### config.mk
export PLATFORM = sky130hd
export DESIGN_NAME = exe_hazard_ctrl
export DESIGN_NICKNAME = d
export VERILOG_FILES = /design/src/rtl/exe_hazard_ctrl.sv
export SDC_FILE = /design/constraint.sdc
export NUM_CORES = 1
export LEC_CHECK = 0
export BUFFER_PORTS_ARGS = -buffer_cell sky130_fd_sc_hd__buf_2
export CAP_MARGIN = 20
export CORE_MARGIN = 4
export CORE_UTILIZATION = 45
export DETAILED_ROUTE_END_ITERATION = 7
export PLACE_DENSITY = 0.76
export REMOVE_ABC_BUFFERS = 1
export SYNTH_ARGS = -nofsm -noshare
export SYNTH_HDL_FRONTEND = slang
export SYNTH_SLANG_ARGS = --single-unit
export TNS_END_PERCENT = 5
### constraint.sdc
create_clock -name clk -period 2.1 [get_ports clk]
set_input_delay 0.105 -clock clk [delete_from_list [all_inputs] [get_ports clk]]
set_output_delay 0.105 -clock clk [all_outputs]
set_load 0.1 [all_outputs]
### src/rtl/exe_hazard_ctrl.sv
// Execute-stage sequencing control: operand forwarding selects, load-use stall,
// branch flush and memory-wait freeze, with a sticky memory-timeout flag.
module exe_hazard_ctrl #(
  parameter bit         FWD_EN      = 1'b1,
  parameter logic [7:0] MEM_TIMEOUT = 8'd255
) (
  input  logic       clk,
  input  logic       rst,
  input  logic       id_valid,
  input  logic [3:0] id_src1,
  input  logic [3:0] id_src2,
  input  logic       id_two_src,
  input  logic [3:0] id_dest,
  input  logic       id_wb_en,
  input  logic       id_mem_r_en,
  input  logic       id_mem_w_en,
  input  logic       br_taken,
  input  logic       mem_ready,
  output logic [1:0] sel_src_1,
  output logic [1:0] sel_src_2,
  output logic       stall,
  output logic       freeze,
  output logic       flush,
  output logic       mem_err
);

  typedef enum logic [0:0] {
    ST_RUN  = 1'b0,
    ST_WAIT = 1'b1
  } wait_state_t;

  // A source matches a stage holding a valid register-writing instruction.
  function automatic logic stage_hit(input logic vld, input logic wb,
                                     input logic [3:0] dest, input logic [3:0] src);
    return vld & wb & (dest == src);
  endfunction

  logic       exe_valid_r, exe_two_src_r, exe_wb_r, exe_mem_r_r, exe_mem_w_r;
  logic [3:0] exe_src1_r, exe_src2_r, exe_dest_r;
  logic       mem_valid_r, mem_wb_r, mem_mem_r_r, mem_mem_w_r;
  logic [3:0] mem_dest_r;
  logic       wb_valid_r, wb_wb_r;
  logic [3:0] wb_dest_r;

  wait_state_t state_r, state_nxt_s;
  logic [7:0]  wcnt_r, wcnt_nxt_s;
  logic        mem_err_r, mem_err_nxt_s;

  logic       mem_busy_s, freeze_s, flush_s, stall_s, raw_stall_s, id_ins_s;
  logic       id_exe_hit_s, id_mem_hit_s;
  logic [1:0] sel_src_1_s, sel_src_2_s;

  assign mem_busy_s = mem_valid_r & (mem_mem_r_r | mem_mem_w_r);
  assign freeze_s   = mem_busy_s & ~mem_ready;
  // Reset gating keeps flush quiet while the pipeline view is being emptied.
  assign flush_s    = br_taken & ~freeze_s & rst;

  assign id_exe_hit_s = id_valid &
                        (stage_hit(exe_valid_r, exe_wb_r, exe_dest_r, id_src1) |
                         (id_two_src & stage_hit(exe_valid_r, exe_wb_r, exe_dest_r, id_src2)));
  assign id_mem_hit_s = id_valid &
                        (stage_hit(mem_valid_r, mem_wb_r, mem_dest_r, id_src1) |
                         (id_two_src & stage_hit(mem_valid_r, mem_wb_r, mem_dest_r, id_src2)));

  // RAW stall decision: load-use only with forwarding, any EXE/MEM producer without.
  always_comb begin
    raw_stall_s = 1'b0;
    if (FWD_EN == 1'b1) begin
      raw_stall_s = id_exe_hit_s & exe_mem_r_r;
    end else begin
      raw_stall_s = id_exe_hit_s | id_mem_hit_s;
    end
  end

  assign stall_s  = raw_stall_s & ~flush_s;
  assign id_ins_s = id_valid & ~stall_s & ~flush_s;

  // Operand forwarding selects for the instruction currently in EXE; MEM beats WB.
  always_comb begin
    sel_src_1_s = 2'b00;
    sel_src_2_s = 2'b00;
    if ((FWD_EN == 1'b1) && exe_valid_r) begin
      if (stage_hit(mem_valid_r, mem_wb_r, mem_dest_r, exe_src1_r)) begin
        sel_src_1_s = 2'b01;
      end else if (stage_hit(wb_valid_r, wb_wb_r, wb_dest_r, exe_src1_r)) begin
        sel_src_1_s = 2'b10;
      end else begin
        sel_src_1_s = 2'b00;
      end
      if (exe_two_src_r && stage_hit(mem_valid_r, mem_wb_r, mem_dest_r, exe_src2_r)) begin
        sel_src_2_s = 2'b01;
      end else if (exe_two_src_r && stage_hit(wb_valid_r, wb_wb_r, wb_dest_r, exe_src2_r)) begin
        sel_src_2_s = 2'b10;
      end else begin
        sel_src_2_s = 2'b00;
      end
    end else begin
      sel_src_1_s = 2'b00;
      sel_src_2_s = 2'b00;
    end
  end

  // Shadow pipeline advance; all stages hold while memory is frozen.
  always_ff @(posedge clk or negedge rst) begin
    if (!rst) begin
      exe_valid_r   <= 1'b0;
      exe_src1_r    <= 4'd0;
      exe_src2_r    <= 4'd0;
      exe_two_src_r <= 1'b0;
      exe_dest_r    <= 4'd0;
      exe_wb_r      <= 1'b0;
      exe_mem_r_r   <= 1'b0;
      exe_mem_w_r   <= 1'b0;
      mem_valid_r   <= 1'b0;
      mem_dest_r    <= 4'd0;
      mem_wb_r      <= 1'b0;
      mem_mem_r_r   <= 1'b0;
      mem_mem_w_r   <= 1'b0;
      wb_valid_r    <= 1'b0;
      wb_dest_r     <= 4'd0;
      wb_wb_r       <= 1'b0;
    end else if (!freeze_s) begin
      wb_valid_r    <= mem_valid_r;
      wb_dest_r     <= mem_dest_r;
      wb_wb_r       <= mem_wb_r;
      mem_valid_r   <= exe_valid_r;
      mem_dest_r    <= exe_dest_r;
      mem_wb_r      <= exe_wb_r;
      mem_mem_r_r   <= exe_mem_r_r;
      mem_mem_w_r   <= exe_mem_w_r;
      exe_valid_r   <= id_ins_s;
      exe_src1_r    <= id_src1;
      exe_src2_r    <= id_src2;
      exe_two_src_r <= id_two_src;
      exe_dest_r    <= id_dest;
      exe_wb_r      <= id_ins_s & id_wb_en;
      exe_mem_r_r   <= id_ins_s & id_mem_r_en;
      exe_mem_w_r   <= id_ins_s & id_mem_w_en;
    end
  end

  // Wait FSM, wait counter and sticky timeout flag registers.
  always_ff @(posedge clk or negedge rst) begin
    if (!rst) begin
      state_r   <= ST_RUN;
      wcnt_r    <= 8'd0;
      mem_err_r <= 1'b0;
    end else begin
      state_r   <= state_nxt_s;
      wcnt_r    <= wcnt_nxt_s;
      mem_err_r <= mem_err_nxt_s;
    end
  end

  // Wait FSM next state; the counter saturates and never releases the freeze.
  always_comb begin
    state_nxt_s   = state_r;
    wcnt_nxt_s    = wcnt_r;
    mem_err_nxt_s = mem_err_r | (wcnt_r == MEM_TIMEOUT);
    case (state_r)
      ST_RUN: begin
        wcnt_nxt_s = 8'd0;
        if (freeze_s) begin
          state_nxt_s = ST_WAIT;
        end else begin
          state_nxt_s = ST_RUN;
        end
      end
      ST_WAIT: begin
        if (mem_ready) begin
          state_nxt_s = ST_RUN;
          wcnt_nxt_s  = 8'd0;
        end else if (freeze_s && (wcnt_r != MEM_TIMEOUT)) begin
          state_nxt_s = ST_WAIT;
          wcnt_nxt_s  = wcnt_r + 8'd1;
        end else begin
          state_nxt_s = ST_WAIT;
          wcnt_nxt_s  = wcnt_r;
        end
      end
      default: begin
        state_nxt_s = ST_RUN;
        wcnt_nxt_s  = 8'd0;
      end
    endcase
  end

  assign sel_src_1 = sel_src_1_s;
  assign sel_src_2 = sel_src_2_s;
  assign stall     = stall_s;
  assign freeze    = freeze_s;
  assign flush     = flush_s;
  assign mem_err   = mem_err_r;

endmodule

Word level (Yosys, flattened, before mapping):

Cells that the tools add are included.

* bits in registers: 41
* word-level logic and storage cells: 74
* bits of input ports: 21
* output and inout port bits: 8

* reduce and logical (&&, ||, !) cells: 3
* add/sub/neg operators: 1
* muxes and demuxes: 12
* eq/ne operators: 9
* bitwise logic cells: 30

Operator list (number)
* equality test 4 bit: 6
* AND 1 bit: 22
* two-way mux 8 bit: 2
* case mux 8 bit (2 select lines): 1
* two-way mux 2 bit: 6
* adder 8 x 1 -> 8 bit (second input constant): 1
* equality test 8 bit (second input constant): 1
* inequality test 8 bit (second input constant): 1
* inverter 1 bit: 5
* logical AND 1 bit: 3
* inequality test 3 x 2 -> 1 bit (second input constant): 1
* OR 1 bit: 3
* two-way mux 1 bit: 2
* case mux 1 bit (2 select lines): 1

Logic depth before layout (Yosys ltp):

* depth in word-level cells: 12
* mapped depth: 6
* depth with buffers taken out: 5

Worst setup path after synthesis:

Ideal clock, no wire load.

* path kind: reg-to-output
* start point: reg mem_valid_r
* end point: out stall
* cell stages (with the launch flop): 6
* data arrival time: 3457 ps
* path slack: -1462 ps
* cells stage by stage: dfrtp_1 > o21a_4 > nand2b_1 > inv_1 > nor2_1 > nor3b_1

* longest elaborated chain between the ends: 7

RTL lines
* start, declared: RTL line 40 `logic mem_valid_r, mem_wb_r, mem_mem_r_r, mem_mem_w_r;`
* start signal, assigned: RTL line 126 `mem_valid_r <= exe_valid_r;`
* AND 1 bit: RTL line 53 `assign mem_busy_s = mem_valid_r & (mem_mem_r_r | mem_mem_w_r);`
* AND 1 bit: RTL line 54 `assign freeze_s = mem_busy_s & ~mem_ready;`
* inverter 1 bit: RTL line 56 `assign flush_s = br_taken & ~freeze_s & rst;`
* AND 1 bit (2 in series): RTL line 56
* via flush: RTL line 23 `output logic flush,`
* inverter 1 bit: RTL line 75 `assign stall_s = raw_stall_s & ~flush_s;`
* AND 1 bit: RTL line 75
* end, declared: RTL line 21 `output logic stall,`

The timed path passes the listed nets, and every way through them passes these cells.

Worst setup path after layout:

* start point: reg exe_dest_r[3]
* end point: out stall

* longest elaborated chain between the ends: 7
* elaborated cells on any way between the ends: 9
* classes of those cells: eq/ne: 2; bitwise: 7

RTL lines
* start, declared: RTL line 39 `logic [3:0] exe_src1_r, exe_src2_r, exe_dest_r;`
* start signal, assigned: RTL line 135 `exe_dest_r <= id_dest;`
* equality test 4 bit: RTL line 35 `return vld & wb & (dest == src);`
* AND 1 bit: RTL line 35
* AND 1 bit: RTL line 60 `(id_two_src & stage_hit(exe_valid_r, exe_wb_r, exe_dest_r, id_src2)));`
* OR 1 bit *: RTL line 59 `(stage_hit(exe_valid_r, exe_wb_r, exe_dest_r, id_src1) |`
* AND 1 bit *: RTL line 58 `assign id_exe_hit_s = id_valid &`
* AND 1 bit *: RTL line 69 `raw_stall_s = id_exe_hit_s & exe_mem_r_r;`
* AND 1 bit *: RTL line 75

Every way passes the cells marked *; elsewhere a longest branch is shown, timed or not.

==> impl_metrics.prom <==
# TYPE chip_impl_metric gauge
chip_impl_metric{name="worst-r2r-cell-count",unit=""} 5
chip_impl_metric{name="syn-mean-instance-area",unit="um^2"} 9.143
chip_impl_metric{name="crit_fanout",unit=""} 4
chip_impl_metric{name="area_growth_syn_to_layout",unit="%"} 18.70
chip_impl_metric{name="first_pass_grt_wire_length",unit="mm"} 6.637
chip_impl_metric{name="chipHeight",unit="um"} 75.01
chip_impl_metric{name="final.period_utilization",unit=""} 0.9367
chip_impl_metric{name="final-setup-viol-count",unit=""} 0
chip_impl_metric{name="synth-async-reset-ratio",unit=""} 1.000
chip_impl_metric{name="die_w",unit="um"} 75.01
chip_impl_info{name="r2r-start",value="wcnt_r[0]"} 1
chip_impl_info{name="critical_path.cell_chain",value="xor2_1 > nor4_1 > a31oi_1 > nor3b_2 > buf_12"} 1
chip_impl_metric{name="fp.dieArea",unit="um^2"} 5627
chip_impl_metric{name="insertion_delay",unit="ns"} 0.29
chip_impl_metric{name="timing.clock.skew",unit="ns"} 0.004779
chip_impl_metric{name="routedWlPerCell",unit="um"} 13.22
chip_impl_info{name="worst_setup_path_start_kind",value="flop"} 1
chip_impl_metric{name="slowest_delay",unit="ns"} 0.43
chip_impl_info{name="cp-end-kind",value="primary output"} 1
chip_impl_metric{name="synth_top_area_share",unit=""} 0.5077
chip_impl_metric{name="first_global_vias",unit=""} 1430
chip_impl_metric{name="drt_wl_total",unit="mm"} 4.044
chip_impl_metric{name="post_synth_instance_area",unit="um^2"} 2021
chip_impl_metric{name="grt.total_usage",unit=""} 0.1571
chip_impl_info{name="startpoint_of_the_lowest_slack_hold_path",value="id_dest[2]"} 1
chip_impl_info{name="postSynth.topFlopCell",value="dfrtp_1"} 1
chip_impl_info{name="cts.root.buffer_cell",value="clkbuf_8"} 1
chip_impl_metric{name="clk_transition_reported_paths",unit="ns"} 0.07
chip_impl_metric{name="grt_start_max_net_pins",unit=""} 42
chip_impl_metric{name="ys_ff_latch",unit=""} 41
chip_impl_metric{name="routed-via-count",unit=""} 1599
chip_impl_info{name="worstSetupPathType",value="reg -> out"} 1
chip_impl_metric{name="worst-path-buf-inv",unit=""} 1
chip_impl_metric{name="dp_hpwl",unit="mm"} 2.909
chip_impl_metric{name="post_place_setup_slack",unit="ns"} 0.3890
chip_impl_metric{name="tightestPinTransition",unit="ns"} 0.4962
chip_impl_metric{name="timing.fmax",unit="MHz"} 508.4
chip_impl_metric{name="max_capacitance_violation_count",unit=""} 0
chip_impl_metric{name="min_period",unit="ns"} 1.967
chip_impl_metric{name="netlist_instances",unit=""} 221
chip_impl_info{name="largest_delay_contributor_family_on_the_critical_path",value="simple AND/OR/NAND/NOR gates"} 1
chip_impl_metric{name="route.detailed.drc",unit=""} 0
chip_impl_info{name="clock_tree_from_tritoncts",value="done"} 1
chip_impl_metric{name="synth_warnings",unit=""} 0
chip_impl_info{name="ys_top_cells_by_area",value="dfrtp_1 51%, nand2_1 16%, xor2_1 7.8%, xnor2_1 3.5%, o21ai_0 1.7%"} 1
chip_impl_metric{name="power.total",unit="mW"} 1.836
chip_impl_info{name="synth_commonest_cells",value="84 x nand2_1, 41 x dfrtp_1, 18 x xor2_1, 8 x xnor2_1, 7 x o21ai_0"} 1
chip_impl_metric{name="synth.distinct_cells",unit=""} 34
chip_impl_metric{name="worst-endpoint-required",unit="ns"} 2.00
chip_impl_metric{name="start_util",unit=""} 0.4641
chip_impl_info{name="classification_of_the_worst_slack_hold_path",value="in -> reg"} 1
chip_impl_metric{name="timing.final.hold_violations",unit=""} 0
chip_impl_metric{name="finalNetCount",unit=""} 275
chip_impl_metric{name="final_antenna_net_count",unit=""} 0
chip_impl_metric{name="synth_seq_area_share",unit=""} 0.5077
chip_impl_info{name="largest_area_contributor_in_the_netlist",value="dfrtp_1"} 1
chip_impl_info{name="result_of_the_run",value="finished, final reports clean"} 1
chip_impl_metric{name="worst_ep_arrival_time",unit="ns"} 1.86
chip_impl_metric{name="max_buffers_root_to_sink",unit=""} 2
chip_impl_metric{name="timing.final.max_slew_violations",unit=""} 0
chip_impl_metric{name="rows",unit=""} 24
chip_impl_metric{name="tritoncts.num_buffers",unit=""} 5
chip_impl_metric{name="vdd_drop_max",unit="mV"} 0.3319
chip_impl_info{name="crit-reg2reg-capture",value="wcnt_r[7]"} 1
chip_impl_metric{name="io_pins",unit=""} 29
chip_impl_info{name="post-synth-top-count-cell",value="nand2_1"} 1
chip_impl_metric{name="tritoncts_num_sinks",unit=""} 41
chip_impl_metric{name="cts.repair_timing.setup_buffer_count",unit=""} 0
chip_impl_metric{name="power_per_cell_area",unit="nW/um^2"} 765.5
chip_impl_metric{name="antenna_cells",unit=""} 0
chip_impl_metric{name="static-leakage-power",unit="nW"} 1.145
chip_impl_metric{name="grt_antenna_before_repair",unit=""} 0
chip_impl_metric{name="dr_vias_cell",unit=""} 5.225
chip_impl_metric{name="routability_congestion_estimate_from_global_placement",unit=""} 0.8521
chip_impl_metric{name="buffer_ports.inserted",unit=""} 28
chip_impl_info{name="timing.critical_path.from",value="exe_dest_r[3]"} 1
chip_impl_info{name="worst_setup_path_endpoint",value="stall"} 1
chip_impl_info{name="rsz0062_at_grt",value="false"} 1
chip_impl_metric{name="drtIter0Drc",unit=""} 106
chip_impl_info{name="cp_slowest_cell",value="dfrtp_1"} 1
chip_impl_metric{name="worst-path-stages",unit=""} 5
chip_impl_metric{name="core_area",unit="um^2"} 4354
chip_impl_metric{name="reg2reg_setup_slack",unit="ns"} 0.43
chip_impl_metric{name="drive_above_1_share",unit=""} 0.1693
chip_impl_metric{name="drt-pass1-iter-count",unit=""} 4
chip_impl_metric{name="global_route_congestion_overflow_total",unit=""} 0
chip_impl_metric{name="slew_limit_headroom",unit=""} 0.6692
chip_impl_metric{name="cts_max_level",unit=""} 2
chip_impl_metric{name="edff_count_synth",unit=""} 0
chip_impl_metric{name="finalWorstSetupSlack",unit="ns"} 0.1330
-- cell families (layout without fill, tap and decap cells) --
family,after synthesis,count (layout),synth area share
AO/OA/AOI/OAI,22,22,0.07863
XOR/XNOR,26,26,0.1127
adder cells (fa/ha/maj),1,1,0.006191
buffers and inverters,9,42,0.01920
flip-flops,41,41,0.5077
multiplexers,1,1,0.004954
AND/OR/NAND/NOR,121,121,0.2706
-- state kept, by name, summed over array words and instances (netlist names), 4 cells and up --
name,flops
wcnt_r,8
mem_dest_r,4
exe_dest_r,4
exe_src2_r,4
exe_src1_r,4
wb_dest_r,4
-- worst reg2reg max path: stages, from the launching register on --
cell and delay, ns:
dfrtp_1 0.41, ha_1 0.25, nand3_4 0.13, o31ai_4 0.13, or4_1 0.52, a21oi_1 0.15
-- worst min path at each step --
| stage | to | slack [ns] | cells after the start |
|---|---|---|---|
| after global placement | wb_dest_r[1] | 0.28 | 2 |
| final | exe_dest_r[2] | 0.006 | 3 |
| after detailed placement | wb_dest_r[1] | 0.28 | 2 |
| after CTS | exe_dest_r[2] | 0.0008 | 3 |
| after floorplan | exe_dest_r[0] | -0.19 | 0 |
| after global routing | exe_dest_r[1] | 0.01 | 3 |
-- per-stage QoR --
| stage | utilization | instance area [um^2] | setup TNS, ns | instances | hold slack (ns) |
|---|---|---|---|---|---|
| 3_5_place_dp | 0.5195 | 2262 | 0 | 297 | 0.2791 |
| 3_3_place_gp | 0.5195 | 2262 | 0 | 297 | 0.2796 |
| 5_1_grt | 0.5509 | 2399 | 0 | 306 | 0.01169 |
| 6_report | 0.5509 | 2399 | 0 | 306 | 0.006286 |
| 4_1_cts | 0.5486 | 2389 | 0 | 306 | 0.0007736 |
| 2_1_floorplan | - | 1989 | -16.71 | 214 | -0.1906 |
-- power by group --
group	switching (mW)	total, mW	internal (mW)
Clock	0.259	0.647	0.387
Sequential	0.0742	0.928	0.854
Combinational	0.147	0.261	0.114
-- layout by cell type (no fill, tap or decap), types with 2 or more instances in the layout --
master    netlist  routed
buf_12          0       3
inv_1           2       2
nor4_1          4       4
or4_1           2       2
nor3_1          2       2
xor2_1         18      18
nand3_1         5       5
buf_2           1      23
nand2_1        84      84
o21ai_0         7       7
and2_1          3       3
clkbuf_4        0       2
or3_1           3       3
buf_4           1       3
xnor2_1         8       8
nand4_1         5       5
clkbuf_8        0       6
nor2_1          5       5
o31ai_1         3       3
dfrtp_1        41      41
a21oi_1         5       5
nand2b_1        3       3
-- layout make-up --
class	instances	area [um^2]
clock buffer	7	86.33
clock inverter	1	30.03
fill	401	1956
inverter	2	7.507
multi-input combinational	171	960.9
sequential	41	1026
tap	52	65.06
timing repair buffer	32	222.7
-- routing by layer --
layer  vias up  track usage  share of wire  wire [um]
met5         -            0              0          0
met4         0      0.06522          0.017         69
met3         6      0.03471          0.041        166
met2        29       0.2340           0.47       1890
met1       759       0.2210           0.47       1918
li1        805            -              -          -
-- timing repair --
| action | 4_1_cts | 5_1_grt |
|---|---|---|
| setup endpoints to repair | 0 | 3 |
| endpoints found under the hold margin | 41 | 0 |
| gates resized for setup | 0 | 3 |
| hold buffers | 1 | 0 |
Note: power is estimated with default switching activity, not from simulation.
